### src/rtl/ingress_wrreq_dispatch.sv
// Splits accepted ingress write packets into single-DW register writes, decoding
// each DW address into a channel/register destination and dropping undecodable DWs.
module ingress_wrreq_dispatch #(
  parameter int DATA_W = 128,
  parameter int CH_NUM = 12
) (
  input  logic              clk,
  input  logic              rst,
  input  logic [DATA_W-1:0] wrreq_data,
  input  logic [9:0]        wrreq_addr,
  input  logic [9:0]        wrreq_len,
  input  logic [3:0]        wrreq_first_be,
  input  logic [3:0]        wrreq_last_be,
  input  logic              wrreq_valid,
  output logic              wrreq_rdy,
  output logic              wr_req,
  input  logic              wr_rdy,
  output logic [9:0]        wr_tdest,
  output logic [31:0]       wr_tdata,
  output logic [3:0]        wr_tbe,
  output logic              drop_err,
  output logic [15:0]       drop_cnt
);

  localparam int MAX_DW = DATA_W / 32;

  typedef enum logic {S_IDLE, S_SEND} state_t;

  state_t            r_state;
  state_t            w_state_nxt;
  logic [DATA_W-1:0] r_data;
  logic [9:0]        r_addr;
  logic [9:0]        r_len;
  logic [3:0]        r_fbe;
  logic [3:0]        r_lbe;
  logic [3:0]        r_k;
  logic [3:0]        w_k_nxt;
  logic [15:0]       r_drop_cnt;

  logic [9:0]  w_addr_k;
  logic [3:0]  w_ch;
  logic [5:0]  w_dec;
  logic        w_last;
  logic [3:0]  w_be;
  logic [31:0] w_dword;
  logic        w_bad;
  logic        w_send;
  logic        w_req;
  logic        w_dw_drop;
  logic        w_rdy;
  logic        w_accept;
  logic        w_len_bad;
  logic        w_pkt_drop;
  logic        w_adv;
  logic        w_unused;

  // Returns {valid, reg[2:0], dir[1:0]}; dir 00 = TX, 01 = RX.
  function automatic logic [5:0] dec_off(input logic [3:0] off);
    case (off)
      4'b0000: dec_off = 6'b1_011_01;
      4'b0001: dec_off = 6'b1_100_01;
      4'b0010: dec_off = 6'b1_101_01;
      4'b0011: dec_off = 6'b1_000_01;
      4'b0100: dec_off = 6'b1_001_01;
      4'b0101: dec_off = 6'b1_011_00;
      4'b0110: dec_off = 6'b1_100_00;
      4'b0111: dec_off = 6'b1_101_00;
      default: dec_off = 6'b0_000_00;
    endcase
  endfunction

  function automatic logic [15:0] sat_inc(input logic [15:0] v);
    sat_inc = (v == 16'hFFFF) ? v : v + 16'd1;
  endfunction

  // Per-DW decode of the captured packet at index r_k.
  always_comb begin
    w_addr_k = r_addr + {4'b0000, r_k, 2'b00};
    w_ch     = w_addr_k[9:6];
    w_dec    = dec_off(w_addr_k[5:2]);
    w_last   = ({6'b0, r_k} == (r_len - 10'd1));
    if (r_k == 4'd0)
      w_be = r_fbe;
    else if (w_last)
      w_be = r_lbe;
    else
      w_be = 4'hF;
    w_dword = 32'h0;
    for (int i = 0; i < MAX_DW; i++) begin
      if (r_k == 4'(i))
        w_dword = r_data[32*i +: 32];
    end
    w_bad = !w_dec[5] || ({1'b0, w_ch} >= 5'(CH_NUM)) || (w_be == 4'h0);
  end

  assign w_unused   = &{1'b0, w_addr_k[1:0]};
  assign w_send     = (r_state == S_SEND) && !rst;
  assign w_req      = w_send && !w_bad;
  assign w_dw_drop  = w_send && w_bad;
  assign w_rdy      = (r_state == S_IDLE) && !rst;
  assign w_accept   = wrreq_valid && w_rdy;
  assign w_len_bad  = (wrreq_len == 10'd0) || (wrreq_len > 10'(MAX_DW));
  assign w_pkt_drop = w_accept && w_len_bad;
  assign w_adv      = (w_req && wr_rdy) || w_dw_drop;

  always_comb begin
    w_state_nxt = r_state;
    w_k_nxt     = r_k;
    case (r_state)
      S_IDLE: begin
        if (w_accept && !w_len_bad) begin
          w_state_nxt = S_SEND;
          w_k_nxt     = 4'd0;
        end
      end
      S_SEND: begin
        if (w_adv) begin
          w_k_nxt = r_k + 4'd1;
          if (w_last)
            w_state_nxt = S_IDLE;
        end
      end
      default: w_state_nxt = S_IDLE;
    endcase
  end

  always_ff @(posedge clk) begin
    if (rst) begin
      r_state    <= S_IDLE;
      r_k        <= 4'd0;
      r_drop_cnt <= 16'd0;
    end else begin
      r_state <= w_state_nxt;
      r_k     <= w_k_nxt;
      if (w_pkt_drop || w_dw_drop)
        r_drop_cnt <= sat_inc(r_drop_cnt);
    end
  end

  // Payload capture carries no reset; outputs are gated by state instead.
  always_ff @(posedge clk) begin
    if (w_accept) begin
      r_data <= wrreq_data;
      r_addr <= wrreq_addr;
      r_len  <= wrreq_len;
      r_fbe  <= wrreq_first_be;
      r_lbe  <= wrreq_last_be;
    end
  end

  assign wrreq_rdy = w_rdy;
  assign wr_req    = w_req;
  assign wr_tdest  = w_req ? {1'b0, w_dec[4:0], w_ch} : 10'h000;
  assign wr_tdata  = w_req ? w_dword : 32'h0;
  assign wr_tbe    = w_req ? w_be : 4'h0;
  assign drop_err  = w_pkt_drop || w_dw_drop;
  assign drop_cnt  = r_drop_cnt;

endmodule

### config.mk
export PLATFORM = sky130hd
export DESIGN_NAME = ingress_wrreq_dispatch
export DESIGN_NICKNAME = d
export VERILOG_FILES = /design/src/rtl/ingress_wrreq_dispatch.sv
export SDC_FILE = /design/constraint.sdc
export NUM_CORES = 1
export LEC_CHECK = 0
export ABC_CLOCK_PERIOD_IN_PS = 16900
export CORE_MARGIN = 8
export CORE_UTILIZATION = 51
export DETAILED_ROUTE_END_ITERATION = 6
export GPL_ROUTABILITY_DRIVEN = 0
export PLACE_DENSITY = 0.86
export REMOVE_ABC_BUFFERS = 1
export SETUP_SLACK_MARGIN = 0.1
export SYNTH_ARGS = -nofsm -noshare
export SYNTH_HDL_FRONTEND = slang
export SYNTH_SLANG_ARGS = --single-unit
### constraint.sdc
create_clock -name clk -period 16.9 [get_ports clk]
set_input_delay 3.38 -clock clk [delete_from_list [all_inputs] [get_ports clk]]
set_output_delay 3.38 -clock clk [all_outputs]
set_load 0.01 [all_outputs]
# After elaboration in Yosys (flattened, before gate mapping)
# Memories as Yosys holds them, arrays and structs flattened.
# Index checks and enable logic that the tools add are counted.
[classes]
addsub = 4
n_mul = 0
div_mod_pow = 0
n_lt_le_gt_ge = 2
n_eq_ne = 7
shifts = 0
mux = 17
bitwise_logic = 2
reduce_logical = 22
[ops]
columns = ["cell", "n"]
rows = [
  ["two-way mux 32 bit", 5],
  ["two-way mux 4 bit", 5],
  ["adder 16 x 1 -> 16 bit, second input constant", 1],
  ["equality test 16 bit, second input constant", 1],
  ["adder 10 x 6 -> 10 bit", 1],
  ["equality test 4 x 10 -> 1 bit", 1],
  ["greater-than comparator 10 x 3 -> 1 bit, second input constant", 1],
  ["zero test 10 bit", 1],
  ["subtractor 10 x 1 -> 10 bit, second input constant", 1],
  ["two-way mux 9 bit", 1],
  ["equality test 4 x 2 -> 1 bit, second input constant", 2],
  ["logical AND 1 bit", 8],
  ["zero test 4 bit", 2],
  ["one-hot mux 4 bit (2 select lines)", 1],
  ["two-way mux 6 bit", 1],
  ["logical OR 1 bit", 5],
  ["adder 4 x 1 -> 4 bit, second input constant", 1],
  ["equality test 4 x 1 -> 1 bit, second input constant", 1],
  [">= comparator 4 bit, second input constant", 1],
  ["zero test 1 bit", 4],
  ["!= test 2 x 1 -> 1 bit, second input constant", 2],
  ["AND reduction 2 bit", 2],
  ["two-way mux 1 bit", 3],
  ["NOT 1 bit", 2],
  ["one-hot mux 1 bit (2 select lines)", 1],
]
[totals]
register_bits = 177
latch_bits = 0
ram_bits = 0
mem_bits_ro = 32
inputBits = 160
out_inout_bits = 65
elab_cells = 63
memories = 1
[mem_list]
columns = ["memory", "words", "width", "rd", "rd_ports_with_merged_regs", "wr", "line_no", "text"]
rows = [
  ["(no name shown)", 8, 4, 1, 0, 0, "59", "case (off)"],
]

# Depth between registers and ports, before layout
[depth]
ltp_word = 12
ltp_mapped = 12
depth_no_buf = 10

# Worst setup path before layout
# Ideal clock, no wire load.
[synth_path]
kind = "in2out"
startpoint = "input rst"
endpoint = "output drop_err"
arrival_time_ps = 7173
required_time_ps = 13520
slack_ps = 6347
path_stages = 6
n_path_buf = 0
cell_sequence = "nor2_1 > nand2_1 > inv_1 > nand2_1 > inv_1 > a21o_1"
[synth_between]
elab_chain_cells = 5
word_cells_on_any_way = 7
classes_between = "reduce/logical: 7"
[synth_rtl]
columns = ["item", "line_no", "text"]
rows = [
  ["start, declared", "8", "input logic rst,"],
  ["zero test 1 bit", "100", "assign w_rdy = (r_state == S_IDLE) && !rst;"],
  ["logical AND 1 bit", "100", ""],
  ["logical AND 1 bit", "101", "assign w_accept = wrreq_valid && w_rdy;"],
  ["net w_accept", "51", "logic w_accept;"],
  ["logical AND 1 bit", "103", "assign w_pkt_drop = w_accept && w_len_bad;"],
  ["logical OR 1 bit", "156", "assign drop_err = w_pkt_drop || w_dw_drop;"],
  ["end, declared", "21", "output logic drop_err,"],
]
# The timed path passes the listed nets, and every way through them passes these cells.

# Worst setup path in the final report
[layout_path]
startpoint = "input rst"
endpoint = "output wr_tbe[1]"
[layout_between]
elab_chain_cells = 4
[layout_rtl]
columns = ["item", "line_no", "text"]
rows = [
  ["zero test 1 bit", "97", "assign w_send = (r_state == S_SEND) && !rst;"],
  ["logical AND 1 bit", "97", ""],
  ["logical AND 1 bit", "98", "assign w_req = w_send && !w_bad;"],
  ["two-way mux 4 bit", "155", "assign wr_tbe = w_req ? w_be : 4'h0;"],
  ["end, declared", "20", "output logic [3:0] wr_tbe,"],
]
# No other way between the ends.

==> qor.csv <==
stage,metric,value,unit
clocking,clk_pin_slew,0.06,ns
synth,synthFlopType,edfxtp_1,
worst_setup_path,reg2reg_slack,13.67,ns
layout,drive_gt1_share,6.09,%
clocking,ctsResizeCount,0,
sta,min_period,9.78,ns
die,ios,225,
die,die_w,137,um
synth,ys_ff_latch,175,
synth,yosysMostFrequentCell,edfxtp_1,
synth,synth.avg_cell_area,12.9,sq um
clocking,cts_tree,done,
status,outcome,"complete, but fails checks",
sta,slew-limit-headroom,29.5,%
place,dp.cells,958,
synth,synth_area,7500,sq um
worst_setup_path,crit_path_end_kind,output port,
power,p_leak,3.68,nW
clocking,post_cts_buffers,0,
sta,max_freq,102,MHz
worst_setup_path,crit_type,primary input to output port,
sta,finalSetupViolations,0,
global_routing,antenna_found_initial,0,
synth,netlist_top_cells_count,"edfxtp_1, nor2_1, nor3_1",
synth,yosysTopAreaCellShare,61.7,%
global_routing,grt_pass1_wl,31.9,mm
sta,hold_violations,0,
worst_setup_path,cp_common_cell,clkdlybuf4s50_1,
worst_setup_path,startpoint,rst,
worst_hold_path,worstHoldPathType,register to register,
sta,min_period_over_period,57.8,%
die,coreArea,14400,sq um
die,initial_core_util,52.0,%
synth,synth.distinct_cells,52,
synth,yosysTopAreaCell,edfxtp_1,
clocking,htree_num_levels,4,
worst_setup_path,slowest_delay,0.83,ns
status,failed_checks,design-rule violations,
global_routing,track_usage,22.4,%
clocking,cts_buffers,17,
drt,avgViaCountPerCell,5.82,
drt,dr.pass1.iters,7,
clocking,clk-insertion-delay-late,0.43,ns
worst_setup_path,critical_path.slowest_cell,clkdlybuf4s50_1,
sta,hold_slack,0.508,ns
global_routing,grt_max_degree,96,
layout,nets,967,
worst_hold_path,hold-path-endpoint,drop_cnt[4],
global_routing,met1_usage,24.9,%
global_routing,grt_use_met3,6.42,%
layout,diodes,0,
power,irDropWorstVdd,0.0731,mV
layout,fin_cells,988,
clocking,postCtsHoldBufs,0,
worst_hold_path,hold_depth,1,
drt,drtIter0Drc,594,
sta,finClkSkew,0.0125,ns
global_routing,first_global_vias,6056,
power,powerDensity,90.9,nW/um^2
worst_setup_path,start_kind,primary input,
synth,synth_edf_count,154,
clocking,clk_path_buf_depth,2,
clocking,clock_sinks,175,
layout,syn_to_final_growth,38.2,%
layout,fin_area,10400,sq um
die,die_h,137,um
synth,synth_area_leaders,"edfxtp_1, dfxtp_1, nor2_1",
layout,fillers,946,
sta,setup_tns,0,ns
drt,antenna_left,0,
synth,yosysSeqAreaShare,67.3,%
drt,wl_per_cell,21.3,um
drt,route.detailed.drc,9,
sta,worstMarginPinSlew,1.06,ns
global_routing,grt.busiest_layer,met2,
sta,maxSlewViolCount,0,
global_routing,grtUsageMet2,39.4,%
clocking,cts_root_buf,clkbuf_16,
place,post_dp_cell_area,9840,sq um
worst_hold_path,worstHoldStart,drop_cnt[4],
worst_setup_path,crit_fanout,45,
worst_setup_path,reg2regPathDepth,9,
synth,yosysWarnings,0,
die,die-area,18800,sq um
drt,vias,5751,
job,maxCapViolations,0,
worst_setup_path,crit_chain,"clkdlybuf4s50_1, nor2b_1, nand2b_2, a211oi_1, clkdlybuf4s50_1",
global_routing,grt-ovfl-total,0,
place,place_hpwl,14.7,mm
place,port_buffers,220,
layout,post-route-util,71.8,%
sta,grt_setup_unrepaired,false,
synth,async_reset_ff_share,0,%
die,rows,44,
drt,wirelength,21.0,mm
synth,syn_inst,582,
worst_setup_path,required,13.52,ns
worst_setup_path,crit_arrival,6.40,ns
worst_setup_path,reg2reg_to,drop_cnt[7],
worst_setup_path,rr_startpoint,r_len[0],
-- report_power, final --
part	switching (mW)	internal (mW)	leakage (nW)
Combinational	0.0284	0.0446	1.81
Sequential	0.0103	0.499	1.61
Clock	0.159	0.201	0.256
Total	0.197	0.745	3.68
-- worst max-delay path, delay by kind of cell --
kind	cells	cell delay, ns
buffers and inverters	2	1.44
and+or+nand+nor	2	1.11
AOI/OAI and AO/OA	1	0.45
-- per-layer routing --
| metal | wire length [um] | vias up | part of all wire [%] |
|---|---|---|---|
| met5 | 0 | - | 0 |
| met2 | 11000 | 320 | 52 |
| li1 | - | 2632 | - |
| met3 | 1860 | 37 | 8.8 |
| met4 | 603 | 0 | 2.9 |
| met1 | 7530 | 2762 | 36 |
-- kinds of logic (layout without fill, tap and decap cells) --
| kind of cell | count (synthesis) | count (layout) | synth area share, % |
|---|---|---|---|
| other | 1 | 2 | 0.0500 |
| AND/OR/NAND/NOR | 210 | 210 | 13.0 |
| AO/OA/AOI/OAI | 105 | 105 | 10.7 |
| flip-flops | 175 | 175 | 67.3 |
| XOR/XNOR | 17 | 17 | 1.99 |
| adder cells (fa/ha/maj) | 14 | 14 | 2.44 |
| buffers and inverters | 48 | 269 | 2.79 |
| multiplexers | 12 | 12 | 1.77 |
-- how the worst max path moves through the flow --
stage	endpoint	slack [ns]	depth (start not counted)
global route	wr_tbe[3]	6.88	5
finish	wr_tbe[1]	7.12	5
CTS	wr_tbe[1]	7.13	5
global placement	wr_tdest[8]	7.27	5
detailed placement	wr_tbe[1]	7.16	5
floorplan	drop_err	6.35	6
-- cell type report --
type                       count  area, sq um  area share [%]
multi-input combinational    360         2260            21.8
timing repair buffer         227         2250            21.8
tap                          184          230            2.22
sequential                   175         5040            48.7
clock buffer                  20          437            4.21
inverter                      12         50.0           0.483
clock inverter                10         90.1           0.869
-- flip-flops by register name (all words and copies together), names as in the netlist --
register,count
r_k,4
r_fbe,4
r_addr,8
r_state,1
drop_cnt,16
r_len,10
r_lbe,4
r_data,128
-- stage by stage --
step / setup WS, ns / power (mW)
after floorplan: 6.35 / 0.543
after global placement: 7.27 / 0.586
after detailed placement: 7.16 / 0.592
after CTS: 7.13 / 0.946
after global routing: 6.88 / 0.969
final: 7.12 / 0.942
-- cells in the final DEF, fill, tap and decap left out, types with 5 or more instances in the layout --
cell type | synthesis | routed
xor2_1 | 7 | 7
nand3_1 | 11 | 11
and3_1 | 6 | 6
nor2b_1 | 8 | 8
clkbuf_16 | 0 | 17
ha_1 | 13 | 13
a222oi_1 | 32 | 32
nor3_1 | 41 | 41
a211oi_1 | 7 | 7
a21oi_1 | 40 | 40
edfxtp_1 | 154 | 154
xnor2_1 | 10 | 10
nand2_1 | 10 | 10
buf_4 | 2 | 7
dfxtp_1 | 21 | 21
clkdlybuf4s50_1 | 0 | 220
inv_1 | 12 | 11
o21ai_0 | 6 | 6
nor2_1 | 109 | 107
nand2b_1 | 6 | 5
mux2i_1 | 8 | 8
Power figures use the tool's default switching activity.
